**src/rtl/seq_key_lock.sv**
```systemverilog
// Sequence-keyed lock: a key-word FSM gates an LFSR obfuscation mask on a data pipeline,
// and a static key on XOR/XNOR gates protects the pipeline output.
module seq_key_lock #(
    parameter int unsigned DATA_W   = 8,
    parameter int unsigned DEPTH    = 2,
    parameter int unsigned KEY_W    = 4,
    parameter int unsigned SEQ_LEN  = 3,
    parameter logic [KEY_W*SEQ_LEN-1:0] KEY_SEQ   = (KEY_W*SEQ_LEN)'(12'h5A3),
    parameter logic [DATA_W-1:0]        LFSR_SEED = DATA_W'(8'h01),
    parameter logic [DATA_W-1:0]        LFSR_TAPS = DATA_W'(8'hB8),
    parameter logic [DATA_W-1:0]        GATE_TYPE = DATA_W'(8'h0F)
) (
    input  logic              CK,
    input  logic              RST,
    input  logic [DATA_W-1:0] DIN,
    input  logic              DIN_VLD,
    input  logic [KEY_W-1:0]  KEY_IN,
    input  logic              KEY_VLD,
    input  logic [DATA_W-1:0] keyinput,
    output logic [DATA_W-1:0] DOUT,
    output logic              DOUT_VLD,
    output logic              UNLOCKED,
    output logic              TRAPPED
);

    localparam int unsigned IDX_W = (SEQ_LEN > 1) ? $clog2(SEQ_LEN) : 1;
    localparam logic [IDX_W-1:0] LAST_IDX = IDX_W'(SEQ_LEN - 1);

    typedef enum logic [1:0] {
        ST_LOCKED   = 2'd0,
        ST_UNLOCKED = 2'd1,
        ST_TRAPPED  = 2'd2
    } state_t;

    state_t             state;
    logic [IDX_W-1:0]   idx;
    logic [KEY_W-1:0]   cur_word;
    logic [DATA_W-1:0]  lfsr;
    logic [DATA_W-1:0]  mask;
    logic [DATA_W-1:0]  stage_d   [DEPTH];
    logic               stage_v   [DEPTH];
    logic [DATA_W-1:0]  stage_nxt [DEPTH];
    logic               vld_nxt   [DEPTH];

    assign cur_word = KEY_SEQ[KEY_W*int'(idx) +: KEY_W];

    // Unlock sequencer: any wrong word while locked is permanent until reset.
    always_ff @(posedge CK) begin
        if (RST) begin
            state    <= ST_LOCKED;
            idx      <= '0;
            UNLOCKED <= 1'b0;
            TRAPPED  <= 1'b0;
        end else if (state == ST_LOCKED && KEY_VLD) begin
            if (KEY_IN == cur_word) begin
                if (idx == LAST_IDX) begin
                    state    <= ST_UNLOCKED;
                    UNLOCKED <= 1'b1;
                end else begin
                    idx <= idx + 1'b1;
                end
            end else begin
                state   <= ST_TRAPPED;
                TRAPPED <= 1'b1;
            end
        end
    end

    // Obfuscation LFSR freezes once unlocked; mask drops to zero only after the state register flips.
    always_ff @(posedge CK) begin
        if (RST) begin
            lfsr <= LFSR_SEED;
        end else if (state != ST_UNLOCKED) begin
            lfsr <= {lfsr[DATA_W-2:0], ^(lfsr & LFSR_TAPS)};
        end
    end

    assign mask = (state == ST_UNLOCKED) ? '0 : lfsr;

    // Stage inputs; the last stage applies the mask.
    for (genvar g = 0; g < int'(DEPTH); g++) begin : g_stage
        logic [DATA_W-1:0] src_d;
        logic              src_v;
        if (g == 0) begin : g_first
            assign src_d = DIN;
            assign src_v = DIN_VLD;
        end else begin : g_next
            assign src_d = stage_d[g-1];
            assign src_v = stage_v[g-1];
        end
        if (g == int'(DEPTH) - 1) begin : g_mask
            assign stage_nxt[g] = src_d ^ mask;
        end else begin : g_plain
            assign stage_nxt[g] = src_d;
        end
        assign vld_nxt[g] = src_v;
    end

    always_ff @(posedge CK) begin
        if (RST) begin
            for (int s = 0; s < int'(DEPTH); s++) begin
                stage_d[s] <= '0;
                stage_v[s] <= 1'b0;
            end
        end else begin
            stage_d <= stage_nxt;
            stage_v <= vld_nxt;
        end
    end

    // XNOR bits invert, XOR bits pass: correct static key equals GATE_TYPE.
    assign DOUT     = keyinput ^ stage_d[DEPTH-1] ^ GATE_TYPE;
    assign DOUT_VLD = stage_v[DEPTH-1];

endmodule

```
**config.mk**
```make
export PLATFORM = sky130hd
export DESIGN_NAME = seq_key_lock
export DESIGN_NICKNAME = d
export VERILOG_FILES = /design/src/rtl/seq_key_lock.sv
export SDC_FILE = /design/constraint.sdc
export NUM_CORES = 1
export LEC_CHECK = 0
export ABC_CLOCK_PERIOD_IN_PS = 1700
export CAP_MARGIN = 20
export CORE_MARGIN = 2
export CORE_UTILIZATION = 40
export DETAILED_ROUTE_END_ITERATION = 8
export GPL_TIMING_DRIVEN = 0
export PLACE_DENSITY = 0.7
export SLEW_MARGIN = 20
export SYNTH_ARGS = -nofsm -noshare
export SYNTH_HDL_FRONTEND = slang
export SYNTH_SLANG_ARGS = --single-unit
```
**constraint.sdc**
```tcl
create_clock -name CK -period 1.7 [get_ports CK]
set_clock_uncertainty 0.2 [all_clocks]
set_input_delay 0.34 -clock CK [delete_from_list [all_inputs] [get_ports CK]]
set_output_delay 0.34 -clock CK [all_outputs]
set_load 0.05 [all_outputs]
```
==> results of run 1 <==
registers in the layout, indices dropped and copies added (netlist names):
register and count:
idx 2, g_stage.src_v 1, g_stage.src_d 8, state 2
stage_d 8, TRAPPED 1, UNLOCKED 1, DOUT_VLD 1
lfsr 8
placed cells by master, fill, tap and decap left out, types with 2 or more instances in the layout:
master	n
dlymetal6s2s_1	2
buf_6	2
nor2b_1	10
a311oi_1	2
inv_1	4
clkbuf_1	6
xor2_1	14
nor2_1	16
ha_4	2
a21oi_1	10
dlygate4sd2_1	4
xnor2_1	8
clkdlybuf4s15_2	2
dfxtp_4	2
nand2b_1	2
nand2_1	15
dfxtp_1	30
clkdlybuf4s50_1	16
clkbuf_4	5
buf_4	13
xor2_2	2
timing repair:
item / in CTS / in global routing
buffers inserted: 6 / 2
gates resized for setup: 64 / 5
setup endpoints to repair: 12 / 8
pin swaps: 9 / 5
worst register-to-register path: stages, from the launching register on:
cell	delay [ns]
dfxtp_4	0.36
buf_6	0.12
ha_4	0.15
xor2_2	0.14
nor3_2	0.14
and3_4	0.23
mux2_4	0.30
final timing paths:
path	start	to	slack (ns)
worst max-delay path	idx[0]	idx[0]	-0.06
worst max register to register	idx[0]	idx[0]	-0.06
worst min-delay path	RST	idx[1]	0.25
worst min register to register	g_stage[1].src_v	DOUT_VLD	0.26
report_power, final:
| group | internal, mW | total (mW) | switching (mW) |
|---|---|---|---|
| logic | 0.123 | 0.284 | 0.160 |
| clock network | 0.204 | 0.440 | 0.236 |
| registers | 0.783 | 0.801 | 0.0182 |
kinds of logic after synthesis:
logic type,count (synthesis)
AO/OA/AOI/OAI,12
multiplexers,2
adder cells (fa/ha/maj),3
AND/OR/NAND/NOR,49
XOR/XNOR,24
buffers and inverters,11
flip-flops,32
through the flow:
stage,hold WS [ns],TNS (ns)
floorplan,0.214,-0.0381
global route,0.271,-0.324
global placement,0.232,-5.33
detailed placement,0.247,-5.56
CTS,0.251,-0.0348
finish,0.250,-0.0575
area by class of cell:
cell class	instances	area, um^2	area share
multi-input cells	90	619	0.345
well taps	44	55.1	0.0307
clock buffers	8	58.8	0.0328
plain buffers	5	20.0	0.0112
flip-flops and latches	32	648	0.361
inverters	6	25.0	0.0139
repair buffers	40	368	0.205
routing by layer:
| layer | part of all wire | global-route usage |
|---|---|---|
| met2 | 0.54 | 0.266 |
| met1 | 0.41 | 0.154 |
| met3 | 0.044 | 0.0390 |
| met4 | 0.010 | 0.0667 |
| met5 | 0 | 0 |
==> metrics.cfg, run 1 <==
[routing]
viasPerCell=4.41
drtAntennaViolNets=0
drt-initial-drc-count=29
first_pass_iters=4
drc=0
avgRoutedWirePerCell_um=10.9
vias=993
drt_wl_total_um=2450

[final_layout]
drive_gt1_frac=0.204
diodes=0
final_area_um2=1790
area_delta_synth_final_pct=42.1
layout.filler_cells=287
stdcell_count=225
layout.nets=207
utilization=0.593

[pwr]
irDropWorstVdd_uv=467
powerDensity_nw_per_um2=850
cellLeakagePower_nw=0.728
power_mw=1.52

[cts]
cts_tree=yes
cts.htree.levels=2
clockBufferDepth=2
ctsHoldBuffers=0
clock_latency_ns=0.31
clkSinkCount=32
clkTransAtPathRegs_ns=0.09
numCtsBuffers=5
cts_root_buf=clkbuf_4

[synthesis]
synth-simple-area-share=0.189
synth_edf_count=0
yosysTopAreaCell=dfxtp_1
synth_common_cells=dfxtp_1 (32), nor2_1 (16), xor2_1 (16)
synth_cell_type_count=21
yosysMostFrequentCell=dfxtp_1
synth_top_area_share=0.507
yosys-top-cells-area=dfxtp_1 (51%), xor2_1 (11%), xnor2_1 (5.6%)
synthArstFlopShare=0
syn_area_per_cell_um2=9.49
yosys.area_share.adder=0.0297
synth_flop_cell=dfxtp_1
yosys_warnings=0
synth_nets=160
netlist_area_um2=1260
synth_xor_area_frac=0.167
synth_top_family_by_area=simple AND/OR/NAND/NOR gates
synthMuxAreaShare=0.0198
synth-compound-area-share=0.0535
yosys_register_bits=32
netlist_instances=133
ys_seq_area_frac=0.507

[floorplanning]
die-area_um2=3620
fp.dieW_um=60.2
rows=20
start_util=0.417
die_y_um=60.2
core_area_um2=3030
pin_count=35

[place]
dp_slack_ns=-0.679
gp_congestion=0.786
place_inst=210
dp_hpwl_um=1750
port_buffers=33
placed_cell_area_um2=1680

[timing]
maxSlewHeadroom=0.696
setup_viol=1
hold_viol=0
fin_crit_ns=1.76
worstMarginPinSlew_ns=0.456
drv_slew=0
layout_setup_ws_ns=-0.0575
rsz0062_at_grt=yes
fin_crit_sh=1.03
fmax_mhz=569

[grt]
antenna_found_initial=0
grt_pass1_vias=935
grt_max_degree=11
grt-ovfl-total=0
grt_pass1_wl_um=3830
track_usage=0.146

[hold_path]
holdCritPathClass=in2reg
hold_path_depth=3

[worst_setup_path]
arrival_ns=1.77
worst-path-max-fanout=2
crit_buf_inv=1
slowest_stage=dfxtp_4
cp-end-kind=flip-flop
path_depth=6
worstPathRequired_ns=1.71
rr_worst_depth=6
critPathLaunchType=flip-flop
crit_family=simple AND/OR/NAND/NOR gates
critPathMaxStageDelay_ns=0.36
path_cells=buf_6, ha_4, xor2_2, nor3_2, and3_4, mux2_4
path_class=reg2reg

[job]
maxCapViolCount=0

[run_status]
status=finished with violations
violations=negative setup slack

(Power assumes the default switching activity.)
==> inputs of run 2 (changes only) <==
--- a/config.mk
+++ b/config.mk
@@ -5,13 +5,15 @@
 export SDC_FILE = /design/constraint.sdc
 export NUM_CORES = 1
 export LEC_CHECK = 0
+export ABC_AREA = 1
 export ABC_CLOCK_PERIOD_IN_PS = 1700
 export CAP_MARGIN = 20
 export CORE_MARGIN = 2
 export CORE_UTILIZATION = 40
+export CTS_BUF_LIST = sky130_fd_sc_hd__clkbuf_2
 export DETAILED_ROUTE_END_ITERATION = 8
 export GPL_TIMING_DRIVEN = 0
-export PLACE_DENSITY = 0.7
+export PLACE_DENSITY = 0.69
 export SLEW_MARGIN = 20
 export SYNTH_ARGS = -nofsm -noshare
 export SYNTH_HDL_FRONTEND = slang
==> metrics.cfg, run 2 <==
[run_status]
status=finished clean  ; was finished with violations

[final_layout]
layout.nets=240  ; was 207
final_common_cell=inv_1  ; was dfxtp_1
diodes=0  ; unchanged
final_area_um2=1750  ; was 1790 um^2
layout.filler_cells=318  ; was 287
drive_gt1_frac=0.164  ; was 0.204
final_cell_mix=inv_1 (32), nand2_1 (31), dfxtp_1 (27)  ; was dfxtp_1 (30), nor2_1 (16), clkdlybuf4s50_1 (16)
area_delta_synth_final_pct=32.0  ; was 42.1%

[floorplanning]
rows=20  ; unchanged
die-area_um2=3800  ; was 3620 um^2
start_util=0.428  ; was 0.417
pin_count=35  ; unchanged
die_y_um=61.6  ; was 60.2 um
core_area_um2=3100  ; was 3030 um^2
fp.dieW_um=61.6  ; was 60.2 um

[worst_setup_path]
critPathLaunchType=primary input  ; was flip-flop
worst-path-max-fanout=1  ; was 2
worstPathRequired_ns=1.16  ; was 1.71 ns
arrival_ns=1.14  ; was 1.77 ns
cp-end-kind=output port  ; was flip-flop
path_class=in2out  ; was reg2reg

[cts]
cts_root_buf=clkbuf_2  ; was clkbuf_4
cts.htree.levels=2  ; unchanged
clock_latency_ns=0.35  ; was 0.31 ns
clkSinkCount=32  ; unchanged
cts_tree=yes  ; unchanged
clockBufferDepth=2  ; unchanged
numCtsBuffers=5  ; unchanged
clkTransAtPathRegs_ns=0.14  ; was 0.09 ns
cts_setup_buffers=0  ; was 6

[job]
maxCapViolCount=0  ; unchanged

[timing]
hold_viol=0  ; unchanged
tns_ns=0  ; was -0.0575 ns
worstMarginPinSlew_ns=0.433  ; was 0.456 ns
fin_crit_ns=1.68  ; was 1.76 ns
rsz0062_at_grt=yes  ; unchanged
fmax_mhz=594  ; was 569 MHz
fin_crit_sh=0.990  ; was 1.03
drv_slew=0  ; unchanged
maxSlewHeadroom=0.711  ; was 0.696
setup_viol=0  ; was 1
holdWs_ns=0.225  ; was 0.250 ns

[synthesis]
yosys-top-cells-area=dfxtp_1 (48%), inv_1 (9.3%), nand2_1 (8.8%)  ; was dfxtp_1 (51%), xor2_1 (11%), xnor2_1 (5.6%)
synth_common_cells=inv_1 (33), dfxtp_1 (32), nand2_1 (31)  ; was dfxtp_1 (32), nor2_1 (16), xor2_1 (16)
synthArstFlopShare=0  ; unchanged
synth_cell_type_count=19  ; was 21
synth-simple-area-share=0.190  ; was 0.189
synth_xor_area_frac=0.0660  ; was 0.167
yosysMostFrequentCell=inv_1  ; was dfxtp_1
synth_nets=199  ; was 160
synth-compound-area-share=0.120  ; was 0.0535
yosys_register_bits=32  ; unchanged
netlist_instances=172  ; was 133
synth_top_area_share=0.483  ; was 0.507
ys_seq_area_frac=0.483  ; was 0.507
synthMuxAreaShare=0  ; was 0.0198
yosys_warnings=0  ; unchanged
yosysTopAreaCell=dfxtp_1  ; unchanged
synth_top_family_by_area=simple AND/OR/NAND/NOR gates  ; unchanged
synth_flop_cell=dfxtp_1  ; unchanged
yosys.area_share.adder=0.0283  ; was 0.0297
syn_area_per_cell_um2=7.72  ; was 9.49 um^2
synth_edf_count=0  ; unchanged
netlist_area_um2=1330  ; was 1260 um^2

[grt]
grt_pass1_vias=1023  ; was 935
grt_max_degree=11  ; unchanged
grt_pass1_wl_um=3840  ; was 3830 um
grt-ovfl-total=0  ; unchanged
antenna_found_initial=0  ; unchanged
track_usage=0.139  ; was 0.146

[place]
dp_hpwl_um=1750  ; about the same
placed_cell_area_um2=1720  ; was 1680 um^2
gp_congestion=0.756  ; was 0.786
port_buffers=34  ; was 33

[routing]
vias=1137  ; was 993
drt_wl_total_um=2280  ; was 2450 um
drc=0  ; unchanged
viasPerCell=4.42  ; was 4.41
drt-initial-drc-count=24  ; was 29
first_pass_iters=4  ; unchanged
drtAntennaViolNets=0  ; unchanged
avgRoutedWirePerCell_um=8.88  ; was 10.9 um

[hold_path]
holdCritPathClass=reg2reg  ; was in2reg

[pwr]
powerDensity_nw_per_um2=804  ; was 850 nW/um^2
irDropWorstVdd_uv=547  ; was 467 uV
cellLeakagePower_nw=0.811  ; was 0.728 nW

==> run 2: changes by cell type in the layout (fill, tap and decap cells not counted), moves of 3 or more <==
cell	before	now
inv_1	4	32
xor2_1	14	6
dfxtp_1	30	27
dfxtp_2	0	5
buf_4	13	8
a21oi_1	10	20
clkbuf_1	6	3
nor2b_1	10	0
clkbuf_2	1	5
clkbuf_4	5	0
xnor2_1	8	4
o21ai_1	0	8
nand2_1	15	31
inv_2	1	5
==> run 2: kinds of logic after synthesis <==
| group | after synthesis |
|---|---|
| and+or+nand+nor | 56 |
| buffers and inverters | 40 |
| DFF | 32 |
| AOI/OAI and AO/OA | 31 |
| xor gates and xnor gates | 10 |
| adders and majority gates | 3 |
==> run 2: worst paths after layout <==
check                                 startpoint       end  slack, ns  cells past startpoint
worst max-delay path                 keyinput[1]   DOUT[1]       0.02                      3
worst min-delay path            g_stage[1].src_v  DOUT_VLD       0.23                      2
worst max register to register            idx[0]  UNLOCKED       0.12                      7
worst min register to register  g_stage[1].src_v  DOUT_VLD       0.23                      2
==> run 2: area by class of cell <==
type | count | area (um^2) | area share
Sequential cell | 32 | 647 | 0.369
Multi-Input combinational cell | 100 | 542 | 0.309
Timing Repair Buffer | 34 | 327 | 0.186
Inverter | 37 | 139 | 0.0792
Tap cell | 44 | 55.1 | 0.0314
Clock inverter | 2 | 7.51 | 0.00428
Clock buffer | 5 | 25.0 | 0.0143
Buffer | 3 | 11.3 | 0.00642
==> run 2: metrics by stage <==
stage	std cells	util	setup WS, ns	power [mW]
after floorplan	172	-	0.00680	0.997
after global placement	250	0.555	-0.611	1.11
after CTS	257	0.559	0.00857	1.42
after detailed placement	250	0.555	-0.640	1.12
final	257	0.565	0.0175	1.41
after global routing	257	0.565	-0.0152	1.48
==> run 2: power breakdown <==
part | internal (mW) | total (mW) | switching [mW]
clock network | 0.0847 | 0.319 | 0.235
logic | 0.115 | 0.287 | 0.172
registers | 0.787 | 0.803 | 0.0161
total | 0.987 | 1.41 | 0.422
==> run 2: what timing repair did <==
item                                    4_1_cts  5_1_grt
pin swaps                                     4        5
endpoints found under the setup margin       11       12
resized for setup                            61       11
hold buffers                                  0        0
==> run 2: critical path, stage by stage <==
cell             delay (ns)
clkdlybuf4s50_1        0.47
xnor2_1                0.11
buf_4                  0.22
==> run 2: per-layer routing <==
| layer | track usage | up-vias | wire length [um] |
|---|---|---|---|
| met3 | 0.0735 | 5 | 177 |
| met4 | 0.0547 | 0 | 30 |
| met1 | 0.160 | 495 | 1040 |
| li1 | - | 604 | - |
| met5 | 0 | - | 0 |
| met2 | 0.218 | 33 | 1030 |
